==> config.mk <==
export PLATFORM = sky130hd
export DESIGN_NAME = axil_spram_bridge_flat
export DESIGN_NICKNAME = d
export VERILOG_FILES = /design/src/rtl/axil_spram_pkg.sv /design/src/rtl/axil_spram_bridge_if.sv /design/src/rtl/axil_spram_bridge.sv /design/src/flat_wrapper.sv
export SDC_FILE = /design/constraint.sdc
export NUM_CORES = 1
export LEC_CHECK = 0
export CORE_MARGIN = 5
export CORE_UTILIZATION = 33
export DETAILED_ROUTE_END_ITERATION = 10
export PLACE_DENSITY = 0.76
export SETUP_SLACK_MARGIN = 0.5
export SLEW_MARGIN = 20
export SYNTH_ARGS = -nofsm -noshare
export SYNTH_HDL_FRONTEND = slang
export SYNTH_SLANG_ARGS = --single-unit
==> constraint.sdc <==
create_clock -name clk -period 2.4 [get_ports clk]
set_input_delay 0.72 -clock clk [delete_from_list [all_inputs] [get_ports clk]]
set_output_delay 0.72 -clock clk [all_outputs]
set_load 0.01 [all_outputs]
==> src/rtl/axil_spram_pkg.sv <==
// Shared types and constants for the AXI4-Lite to single-port RAM bridge.
package axil_spram_pkg;

    typedef enum logic [2:0] {
        IDLE    = 3'd0,
        WR_MEM  = 3'd1,
        WR_RESP = 3'd2,
        RD_MEM  = 3'd3,
        RD_WAIT = 3'd4,
        RD_RESP = 3'd5
    } bridge_state_e;

    localparam logic [1:0] RESP_OKAY   = 2'b00;
    localparam logic [1:0] RESP_SLVERR = 2'b10;

endpackage

==> src/rtl/axil_spram_bridge_if.sv <==
// AXI4-Lite bus bundle between the interconnect (master) and the RAM bridge (slave).
// Handshake: a beat transfers on a rising clk edge where valid && ready; once valid is
// raised its payload holds until that edge, and ready may depend on valid.
interface axil_spram_bridge_if #(
    parameter int AXI_AW = 32,
    parameter int DATA_W = 8
);
    logic [AXI_AW-1:0]   s_awaddr;
    logic                s_awvalid;
    logic                s_awready;
    logic [DATA_W-1:0]   s_wdata;
    logic [DATA_W/8-1:0] s_wstrb;
    logic                s_wvalid;
    logic                s_wready;
    logic [1:0]          s_bresp;
    logic                s_bvalid;
    logic                s_bready;
    logic [AXI_AW-1:0]   s_araddr;
    logic                s_arvalid;
    logic                s_arready;
    logic [DATA_W-1:0]   s_rdata;
    logic [1:0]          s_rresp;
    logic                s_rvalid;
    logic                s_rready;

    modport master (
        output s_awaddr, s_awvalid, s_wdata, s_wstrb, s_wvalid, s_bready,
               s_araddr, s_arvalid, s_rready,
        input  s_awready, s_wready, s_bresp, s_bvalid, s_arready,
               s_rdata, s_rresp, s_rvalid
    );

    modport slave (
        input  s_awaddr, s_awvalid, s_wdata, s_wstrb, s_wvalid, s_bready,
               s_araddr, s_arvalid, s_rready,
        output s_awready, s_wready, s_bresp, s_bvalid, s_arready,
               s_rdata, s_rresp, s_rvalid
    );
endinterface

==> src/rtl/axil_spram_bridge.sv <==
// AXI4-Lite responder turning each transaction into one single-port RAM access.
// Define AXIL_BRIDGE_ADDR_CHECK_EN to answer out-of-range addresses with SLVERR.
module axil_spram_bridge
    import axil_spram_pkg::*;
#(
    parameter int ADDR_W     = 5,
    parameter int DATA_W     = 8,
    parameter int AXI_AW     = 32,
    parameter int MEM_RD_LAT = 1
) (
    input  logic                clk,
    input  logic                rst,
    axil_spram_bridge_if.slave  s,
    output logic                mem_en,
    output logic                mem_we,
    output logic [ADDR_W-1:0]   mem_addr,
    output logic [DATA_W-1:0]   mem_din,
    input  logic [DATA_W-1:0]   mem_dout,
    output bridge_state_e       state_o
);

    localparam int OFF   = $clog2(DATA_W / 8);
    localparam int LAT_W = (MEM_RD_LAT > 1) ? $clog2(MEM_RD_LAT) : 1;

    bridge_state_e       state_q;
    logic                aw_held_q, w_held_q, last_wr_q;
    logic [ADDR_W-1:0]   awaddr_q;
    logic                aw_err_q, rd_err_q;
    logic [DATA_W-1:0]   wdata_q;
    logic [DATA_W/8-1:0] wstrb_q;
    logic [LAT_W-1:0]    lat_cnt_q;
    logic                mem_en_q, mem_we_q;
    logic [ADDR_W-1:0]   mem_addr_q;
    logic [DATA_W-1:0]   mem_din_q;
    logic                bvalid_q, rvalid_q;
    logic [1:0]          bresp_q, rresp_q;
    logic [DATA_W-1:0]   rdata_q;

    logic aw_err, ar_err;
`ifdef AXIL_BRIDGE_ADDR_CHECK_EN
    assign aw_err = |(s.s_awaddr >> (OFF + ADDR_W));
    assign ar_err = |(s.s_araddr >> (OFF + ADDR_W));
`else
    logic unused_upper_bits;
    assign aw_err = 1'b0;
    assign ar_err = 1'b0;
    assign unused_upper_bits = ^{s.s_awaddr, s.s_araddr};
`endif

    logic idle, both_valid, ar_hs, aw_hs, w_hs, aw_have, w_have;
    logic [ADDR_W-1:0]   wr_addr_n;
    logic                wr_err_n;
    logic [DATA_W-1:0]   wr_data_n;
    logic [DATA_W/8-1:0] wr_strb_n;

    assign idle       = (state_q == IDLE) && !rst;
    assign both_valid = s.s_awvalid && s.s_wvalid;
    // Read may only start with nothing half-held; on an AW+W+AR collision it
    // wins only if the previous grant went to a write.
    assign s.s_arready = idle && !aw_held_q && !w_held_q && (!both_valid || last_wr_q);
    assign ar_hs       = s.s_arvalid && s.s_arready;
    assign s.s_awready = idle && !aw_held_q && !ar_hs;
    assign s.s_wready  = idle && !w_held_q && !ar_hs;
    assign aw_hs       = s.s_awvalid && s.s_awready;
    assign w_hs        = s.s_wvalid && s.s_wready;
    assign aw_have     = aw_held_q || aw_hs;
    assign w_have      = w_held_q || w_hs;

    assign wr_addr_n = aw_hs ? s.s_awaddr[OFF +: ADDR_W] : awaddr_q;
    assign wr_err_n  = aw_hs ? aw_err : aw_err_q;
    assign wr_data_n = w_hs ? s.s_wdata : wdata_q;
    assign wr_strb_n = w_hs ? s.s_wstrb : wstrb_q;

    always_ff @(posedge clk) begin
        if (rst) begin
            state_q    <= IDLE;
            aw_held_q  <= 1'b0;
            w_held_q   <= 1'b0;
            last_wr_q  <= 1'b0;
            awaddr_q   <= '0;
            aw_err_q   <= 1'b0;
            rd_err_q   <= 1'b0;
            wdata_q    <= '0;
            wstrb_q    <= '0;
            lat_cnt_q  <= '0;
            mem_en_q   <= 1'b0;
            mem_we_q   <= 1'b0;
            mem_addr_q <= '0;
            mem_din_q  <= '0;
            bvalid_q   <= 1'b0;
            bresp_q    <= RESP_OKAY;
            rvalid_q   <= 1'b0;
            rresp_q    <= RESP_OKAY;
            rdata_q    <= '0;
        end else begin
            case (state_q)
                IDLE: begin
                    if (aw_hs) begin
                        aw_held_q <= 1'b1;
                        awaddr_q  <= s.s_awaddr[OFF +: ADDR_W];
                        aw_err_q  <= aw_err;
                    end
                    if (w_hs) begin
                        w_held_q <= 1'b1;
                        wdata_q  <= s.s_wdata;
                        wstrb_q  <= s.s_wstrb;
                    end
                    // Memory strobes are registered here so they appear the cycle after the grant.
                    if (aw_have && w_have) begin
                        state_q    <= WR_MEM;
                        last_wr_q  <= 1'b1;
                        mem_en_q   <= !wr_err_n;
                        mem_we_q   <= !wr_err_n && (wr_strb_n != '0);
                        mem_addr_q <= wr_addr_n;
                        mem_din_q  <= wr_data_n;
                    end else if (ar_hs) begin
                        state_q    <= RD_MEM;
                        last_wr_q  <= 1'b0;
                        rd_err_q   <= ar_err;
                        mem_en_q   <= !ar_err;
                        mem_we_q   <= 1'b0;
                        mem_addr_q <= s.s_araddr[OFF +: ADDR_W];
                    end
                end
                WR_MEM: begin
                    mem_en_q <= 1'b0;
                    mem_we_q <= 1'b0;
                    bvalid_q <= 1'b1;
                    bresp_q  <= aw_err_q ? RESP_SLVERR : RESP_OKAY;
                    state_q  <= WR_RESP;
                end
                WR_RESP: begin
                    if (s.s_bready) begin
                        bvalid_q  <= 1'b0;
                        aw_held_q <= 1'b0;
                        w_held_q  <= 1'b0;
                        state_q   <= IDLE;
                    end
                end
                RD_MEM: begin
                    mem_en_q  <= 1'b0;
                    lat_cnt_q <= '0;
                    state_q   <= RD_WAIT;
                end
                RD_WAIT: begin
                    if (lat_cnt_q == LAT_W'(MEM_RD_LAT - 1)) begin
                        rdata_q  <= rd_err_q ? '0 : mem_dout;
                        rresp_q  <= rd_err_q ? RESP_SLVERR : RESP_OKAY;
                        rvalid_q <= 1'b1;
                        state_q  <= RD_RESP;
                    end else begin
                        lat_cnt_q <= lat_cnt_q + LAT_W'(1);
                    end
                end
                RD_RESP: begin
                    if (s.s_rready) begin
                        rvalid_q <= 1'b0;
                        state_q  <= IDLE;
                    end
                end
                default: state_q <= IDLE;
            endcase
        end
    end

    assign s.s_bvalid = bvalid_q;
    assign s.s_bresp  = bresp_q;
    assign s.s_rvalid = rvalid_q;
    assign s.s_rresp  = rresp_q;
    assign s.s_rdata  = rdata_q;
    assign mem_en     = mem_en_q;
    assign mem_we     = mem_we_q;
    assign mem_addr   = mem_addr_q;
    assign mem_din    = mem_din_q;
    assign state_o    = state_q;

endmodule
==> src/flat_wrapper.sv <==
// flat-port wrapper written by rule: the top's interface ports become plain ports
module axil_spram_bridge_flat import axil_spram_pkg::*;
#(
    parameter int ADDR_W     = 5,
    parameter int DATA_W     = 8,
    parameter int AXI_AW     = 32,
    parameter int MEM_RD_LAT = 1
)
  (clk, rst, mem_en, mem_we, mem_addr, mem_din, mem_dout, state_o, s_s_awaddr, s_s_awvalid, s_s_wdata, s_s_wstrb, s_s_wvalid, s_s_bready, s_s_araddr, s_s_arvalid, s_s_rready, s_s_awready, s_s_wready, s_s_bresp, s_s_bvalid, s_s_arready, s_s_rdata, s_s_rresp, s_s_rvalid);
  axil_spram_bridge_if #(.AXI_AW(AXI_AW), .DATA_W(DATA_W)) s_i ();
  input  logic clk;
  input  logic rst;
  output logic mem_en;
  output logic mem_we;
  output logic [ADDR_W-1:0] mem_addr;
  output logic [DATA_W-1:0] mem_din;
  input  logic [DATA_W-1:0] mem_dout;
  output bridge_state_e state_o;
  input wire logic [$bits(s_i.s_awaddr)-1:0] s_s_awaddr;
  input wire logic [$bits(s_i.s_awvalid)-1:0] s_s_awvalid;
  input wire logic [$bits(s_i.s_wdata)-1:0] s_s_wdata;
  input wire logic [$bits(s_i.s_wstrb)-1:0] s_s_wstrb;
  input wire logic [$bits(s_i.s_wvalid)-1:0] s_s_wvalid;
  input wire logic [$bits(s_i.s_bready)-1:0] s_s_bready;
  input wire logic [$bits(s_i.s_araddr)-1:0] s_s_araddr;
  input wire logic [$bits(s_i.s_arvalid)-1:0] s_s_arvalid;
  input wire logic [$bits(s_i.s_rready)-1:0] s_s_rready;
  output wire logic [$bits(s_i.s_awready)-1:0] s_s_awready;
  output wire logic [$bits(s_i.s_wready)-1:0] s_s_wready;
  output wire logic [$bits(s_i.s_bresp)-1:0] s_s_bresp;
  output wire logic [$bits(s_i.s_bvalid)-1:0] s_s_bvalid;
  output wire logic [$bits(s_i.s_arready)-1:0] s_s_arready;
  output wire logic [$bits(s_i.s_rdata)-1:0] s_s_rdata;
  output wire logic [$bits(s_i.s_rresp)-1:0] s_s_rresp;
  output wire logic [$bits(s_i.s_rvalid)-1:0] s_s_rvalid;
  assign s_i.s_awaddr = s_s_awaddr;
  assign s_i.s_awvalid = s_s_awvalid;
  assign s_i.s_wdata = s_s_wdata;
  assign s_i.s_wstrb = s_s_wstrb;
  assign s_i.s_wvalid = s_s_wvalid;
  assign s_i.s_bready = s_s_bready;
  assign s_i.s_araddr = s_s_araddr;
  assign s_i.s_arvalid = s_s_arvalid;
  assign s_i.s_rready = s_s_rready;
  assign s_s_awready = s_i.s_awready;
  assign s_s_wready = s_i.s_wready;
  assign s_s_bresp = s_i.s_bresp;
  assign s_s_bvalid = s_i.s_bvalid;
  assign s_s_arready = s_i.s_arready;
  assign s_s_rdata = s_i.s_rdata;
  assign s_s_rresp = s_i.s_rresp;
  assign s_s_rvalid = s_i.s_rvalid;
  axil_spram_bridge #(.ADDR_W(ADDR_W), .DATA_W(DATA_W), .AXI_AW(AXI_AW), .MEM_RD_LAT(MEM_RD_LAT)) u_core (.clk(clk), .rst(rst), .s(s_i), .mem_en(mem_en), .mem_we(mem_we), .mem_addr(mem_addr), .mem_din(mem_din), .mem_dout(mem_dout), .state_o(state_o));
endmodule
==> impl.org, run 1 <==
** Power
- Overall power consumption after layout is estimated at 0.00194 W.
- Power spent charging and discharging nets :: 0.000553 W
- Sequential fraction of design power :: 44.4%
- The internal power of the cells totals 0.00139 W.
- The share of total power dissipated in the clock network is 24.2%.
- Power per cell area :: 588 nW/um^2
- Logic gate share of total power :: 31.5%
- The analysis attributes to cell leakage a power of 1.46 nW.
- In this run switching power makes up 28.5% of total power.
- Peak supply drop :: 0.285 mV

** Setup path
- Required time of the critical path :: 1.68 ns
- On the worst path, the slowest cell contributes a delay of 0.45 ns.
- Critical path capture point type :: output pin
- The critical path starts at rst.
- The endpoint identified for the worst register-to-register timing path is u_core.mem_addr[1].
- Critical Path Source Type :: input port
- Reg2Reg Depth :: 7
- The critical path in this run is classified as input port to output pin.
- The signal on the critical path passes through buf_8, or4_4, nor2_4, a211oi_2, buf_2.
- In this run the worst path has a maximum fanout of 3.
- The worst register-to-register path has a setup slack of 0.19 ns.
- Capturing element of the worst setup path :: s_s_awready
- Slowest cell on the critical path :: or4_4
- Data on the critical path arrives at its endpoint at 1.62 ns.
- Startpoint of the worst-slack reg-to-reg timing path :: u_core.state_o[2]

** Clocking
- Counting the buffers created by CTS gives 5.
- No sink is reached through more buffers than the 2 on the longest clock path.
- Clock sinks :: 47
- Root buffer cell :: clkbuf_8
- Number of hold buffers added after cts :: 0
- For the worst-skew pair, the clock arrives at the later sink with an insertion delay of 0.29 ns.
- Clock transition at the register clock pins on the worst setup and hold paths after CTS :: 0.09 ns
- The H-tree generated during clock tree synthesis spans 2 levels.
- TritonCTS clock tree :: done

** Floorplanning
- Die outline area :: 7630 sq um
- Row generation in the floorplan step produced 28 rows.
- Die Width :: 87.3 um
- The core region is 5850 sq um.
- I/O pin count :: 123
- The floorplan step set the die height to 87.3 um.
- The initial utilization of the core area, before any placement, comes to 33.7%.

** Run status
- Run status :: finished, final reports clean

** Hold path
- In this run the worst hold path is classified as register to register.
- Startpoint of the lowest-slack hold path :: u_core.s.s_rdata[6]

** Global routing
- The first global-routing pass estimated 8760 um of wire.
- Total global routing track utilization :: 14.4%
- The number of global-route vias before repair is 1842.
- Entering global routing, the biggest net connects 46 pins.
- The total overflow left after global routing is 0.
- Initial antenna violation count :: 0

** Logic synthesis
- Post-synthesis average cell area :: 8.77 sq um
- For this run, the number of Yosys warnings is 0.
- Instance count of the mapped netlist :: 225
- Counting flops with a built-in enable in the synthesized netlist gives 0.
- In this run the cell area of the synthesized design comes to 1970 sq um.
- For this run, the leading register cell type out of synthesis is dfxtp_1.
- After synthesis, the share of flip-flops with an asynchronous set or reset is 0%.
- The share of the Yosys chip area taken by registers is 47.7%.
- Synthesis inferred 47 register bits.
- Netlist cell types :: 34

** Detailed routing
- For this run, design rule violations remaining after detail routing come to 0.
- The routed design has 5740 um of wire.
- Vias :: 1904
- After the first detailed-routing iteration, the DRC count stood at 159.
- Average wire per standard cell :: 14.8 um
- The detail route stage leaves a number of antenna-violating nets equal to 0.
- Avg Vias per Cell :: 4.92
- Before antenna repair, the detailed router went through 4 iterations.

** Layout
- Nets@finish :: 400
- Diode insertion count for antenna repair :: 0
- Util after Layout :: 56.4%
- Layout cell share with drive strength beyond 1 :: 23.7%
- Number of standard cells in the layout, taps in and fillers out :: 387
- Growth of design area from synthesis to finish :: 67.2%
- Most common cell after layout, fill and taps aside :: dfxtp_1
- Commonest non-fill, non-tap cells in the layout :: dfxtp_1 (45), clkdlybuf4s50_1 (29), nor2_1 (26), a21oi_1 (26), nand2_1 (25)

** Placed design
- IO Port Bufs :: 65
- Global placement routability congestion :: 0.799
- Cell count after placement :: 372
- Detailed placement finished with a half-perimeter wire length of 3780 um.

** Timing
- Shortest period the worst path allows :: 2.34 ns
- Setup clock skew after layout :: 0.00929 ns
- The total count of hold-check failures in the final report came to 0.
- Final setup violation count :: 0
- Fin crit share :: 97.6%
- The max-slew violation count came to 0.
- Setup repair after global routing missed its margin :: yes
- Timing would allow up to 0.427 GHz.

** Job
- The tool flagged a number of max-cap violations equal to 0.
## timing repair
item | in CTS | in global routing
setup endpoints to repair | 55 | 46
pin swaps | 7 | 5
buffers inserted | 4 | 2
gates cloned | 1 | 1
resized for setup | 64 | 43
## metal layers
layer / track usage [%] / vias to the layer above / share of wire, %
li1: - / 959 / -
met1: 19.1 / 878 / 42
met2: 23.3 / 55 / 50
met3: 2.84 / 12 / 5.6
met4: 5.02 / 0 / 1.9
met5: 0 / - / 0
## power groups by stage
stage                     Sequential (W)  Clock [W]  Combinational (W)
after global routing            0.000867   0.000515           0.000662
after global placement          0.000871          0           0.000497
after CTS                       0.000857   0.000487           0.000539
after detailed placement        0.000872          0           0.000504
after floorplan                 0.000887          0           0.000249
final                           0.000861   0.000469           0.000611
## cells in the mapped netlist (4+ instances only)
library cell   n  area share (%)
nand2_1       25             4.8
nand3_1        7             1.8
nor2_1        28             5.3
a21o_1         7             2.7
mux2i_1       14             7.1
a32o_1         5             2.5
a211oi_1       9             3.4
clkbuf_1      14             2.7
nor2b_1        6             1.9
and2_1         4             1.3
a21oi_1       26             6.6
dfxtp_1       47              48
nor3_1         5             1.3
## critical path, delay by kind of cell
kind | cells | cell delay (ns)
AO/OA/AOI/OAI | 1 | 0.07
buffers and inverters | 2 | 0.24
AND/OR/NAND/NOR | 2 | 0.58
## layout make-up
| type | instances | area, sq um |
|---|---|---|
| fill | 505 | 2550 |
| multi-input combinational | 159 | 1150 |
| timing repair buffer | 97 | 1010 |
| sequential | 47 | 943 |
| tap | 75 | 93.8 |
| clock buffer | 6 | 82.6 |
| inverter | 2 | 7.51 |
| clock inverter | 1 | 5.00 |
## registers in the layout, summed over array words and instances, names as in the netlist, 3 cells and up
name              count
u_core.awaddr_q       5
u_core.wdata_q        8
u_core.mem_addr       5
u_core.state_o        3
u_core.mem_din        8
u_core.s.s_rdata      8
## metrics by stage
step                      setup TNS [ns]  setup WS (ns)  hold WS, ns  instance area [sq um]
final                                  0         0.0570        0.455                   3300
after detailed placement           -3.86         -0.605        0.449                   2860
after CTS                              0         0.0841        0.458                   3060
after global placement             -3.30         -0.597        0.441                   2860
after floorplan                        0         0.0608        0.448                   2040
after global routing                   0         0.0152        0.479                   3300
## how the worst min path moves through the flow
| stage | depth (start not counted) | end | slack [ns] |
|---|---|---|---|
| floorplan | 2 | u_core.last_wr_q | 0.45 |
| global placement | 2 | u_core.s.s_rdata[3] | 0.44 |
| detailed placement | 2 | u_core.s.s_rdata[6] | 0.45 |
| CTS | 2 | u_core.s.s_rdata[6] | 0.46 |
| global route | 2 | u_core.s.s_rdata[6] | 0.48 |
| finish | 2 | u_core.s.s_rdata[6] | 0.45 |
## cell families (layout without fill, tap and decap cells)
kind of cell           count (synthesis)  in the layout  share of synthesized area (%)
and+or+nand+nor                       83             83                           19.2
AOI/OAI and AO/OA                     59             59                           20.8
DFF                                   47             47                           47.7
buffers and inverters                 21            106                           5.01
muxes                                 14             14                           7.10
other                                  1              3                          0.190
Power figures use the tool's default switching activity.
==> run 2: changes to the inputs <==
CTS_CLUSTER_DIAMETER = 120   (was unset)
==> results of run 2 <==
The final DEF is identical to that of run 1; final timing and power are the same.
==> RTL edit (config.mk and constraints of run 1) <==
`MEM_RD_LAT` is set to 1 in 2 places; all go to 2.
--- a/src/rtl/axil_spram_bridge.sv
+++ b/src/rtl/axil_spram_bridge.sv
@@ -7,5 +7,5 @@
     parameter int DATA_W     = 8,
     parameter int AXI_AW     = 32,
-    parameter int MEM_RD_LAT = 1
+    parameter int MEM_RD_LAT = 2
 ) (
     input  logic                clk,
--- a/src/flat_wrapper.sv
+++ b/src/flat_wrapper.sv
@@ -5,5 +5,5 @@
     parameter int DATA_W     = 8,
     parameter int AXI_AW     = 32,
-    parameter int MEM_RD_LAT = 1
+    parameter int MEM_RD_LAT = 2
 )
   (clk, rst, mem_en, mem_we, mem_addr, mem_din, mem_dout, state_o, s_s_awaddr, s_s_awvalid, s_s_wdata, s_s_wstrb, s_s_wvalid, s_s_bready, s_s_araddr, s_s_arvalid, s_s_rready, s_s_awready, s_s_wready, s_s_bresp, s_s_bvalid, s_s_arready, s_s_rdata, s_s_rresp, s_s_rvalid);
Check against the original RTL: not equivalent (Yosys sat finds a counterexample within 4 cycles, from zero or initial values and one cycle with rst high).
==> RTL edit against run 1 <==
- sequential share of layout area is 1.1 points lower
- die area rose by 10%
- total power up 7.2%
- wire length is 11% higher
- clock power grew 4.7%
- sequential cell count rose by 1
- non-clock buffer count rose by 8
- area after synthesis grew 12%
- final area rose by 6.6%
- setup slack worse by 9.6 ps
- critical endpoint is now s_s_wready
- largest power group unchanged
- highest routed layer unchanged
==> RTL edit: results (changes against run 1) <==
| Metric | Value |
|---|---|
| Clock buffer count | `8 (+2)` |
| Gr usage total | `14.60% (+0.20 points)` |
| Critical path peak fanout | `4 (+1)` |
| # resized after CTS | `88 (+38%)` |
| Total power draw | `2082 uW (+7.2%)` |
| Final-layout non-clock buffer area share | `29.24% (-1.4 points)` |
| Dpl cells | `394 (+5.9%)` |
| Met2 Usage GRT | `24.04% (+0.75 points)` |
| Nonclk buf count | `105 (+8.2%)` |
| ClkCell Share | `2.561% (-0.094 points)` |
| Layout cell share with drive strength beyond 1 | `29.46% (+5.7 points)` |
| Storage cell area | `967.2 um2 (+2.5%)` |
| Detailed Place HPWL | `4.251 mm (+12%)` |
| Post-synth cell types | `43 (+26%)` |
| P_seq | `891 uW (+3.5%)` |
| Register area share after synthesis | `43.61% (-4.1 points)` |
| Status | `finished, final reports clean` |
| Pwr/cell area | `591.8 mW/mm2 (+0.57%)` |
| Post-synthesis mux area share | `10.45% (+3.3 points)` |
| Invs w/o clock | `5 (+3)` |
| WL per Instance | `15.46 um (+4.2%)` |
| Post-CTS setup buffers | `9 (+5)` |
| Seq cells post-synth | `48 (+2.1%)` |
| Count leader, synth | `dfxtp_1` |
| First-pass GRT wire length | `10.17 mm (+16%)` |
| Final std cells w/o fill | `413 (+6.7%)` |
| Layout Nets | `423 (+5.8%)` |
| GR Util met1 | `19.01% (-0.046 points)` |
| Hold Crit Class | `flip-flop to flip-flop` |
| Layout fillers | `598 (+18%)` |
| Via count | `2158 (+13%)` |
| Multi-input gate share of total cell area | `37.42% (+2.4 points)` |
| Final Skew | `5.688 ps (-3.599 ps)` |
| P_comb | `699 uW (+14%)` |
| LEAKAGE | `0.001432 uW (-2.0%)` |
| Comb_multi_in | `170 (+6.9%)` |
| Pre-CTS WS | `-616.3 ps (-11.25 ps)` |
| DP Area | `0.003112 mm2 (+8.8%)` |
| Largest net degree at the start of global routing | `27 (-41%)` |
| Top post-synthesis cells by count | `dfxtp_1 (48), nor2_1 (43), mux2i_1 (23), a21oi_1 (16), nor2b_1 (10)` |
| 1st-iter DRT viols | `86 (-46%)` |
| Mean cell area of the mapped netlist | `9.067 um2 (+3.4%)` |
| RePlAce Congestion | `0.7779 (-2.6%)` |
| NetSw | `623.3 uW (+13%)` |
RTL edit: worst reg2reg max path, cell delays in order (launching register included):
cell       delay (ps)
dfxtp_2           360
or4_4             580
buf_6             150
a211oi_4          260
a2bb2oi_4         290
buf_12            170
buf_12            100
nor2_2             30
a211oi_2          140
RTL edit: worst paths after layout:
check	start	end	slack, ps	cells past startpoint
worst min-delay path	u_core.s.s_bresp[1]$_SDFFE_PP0P_	u_core.s.s_bresp[1]$_SDFFE_PP0P_	470	2
worst min register to register	u_core.s.s_bresp[1]$_SDFFE_PP0P_	u_core.s.s_bresp[1]$_SDFFE_PP0P_	470	2
worst max register to register	u_core.state_o[2]$_SDFFE_PP0P_	u_core.mem_din[4]$_SDFFE_PP0P_	250	8
worst max-delay path	rst	s_s_wready	50	4
RTL edit: layer usage:
layer,routed length [um],share of wire [%]
met1,2768,43
met2,3192,50
met4,118,1.8
met5,0,0
met3,306,4.8
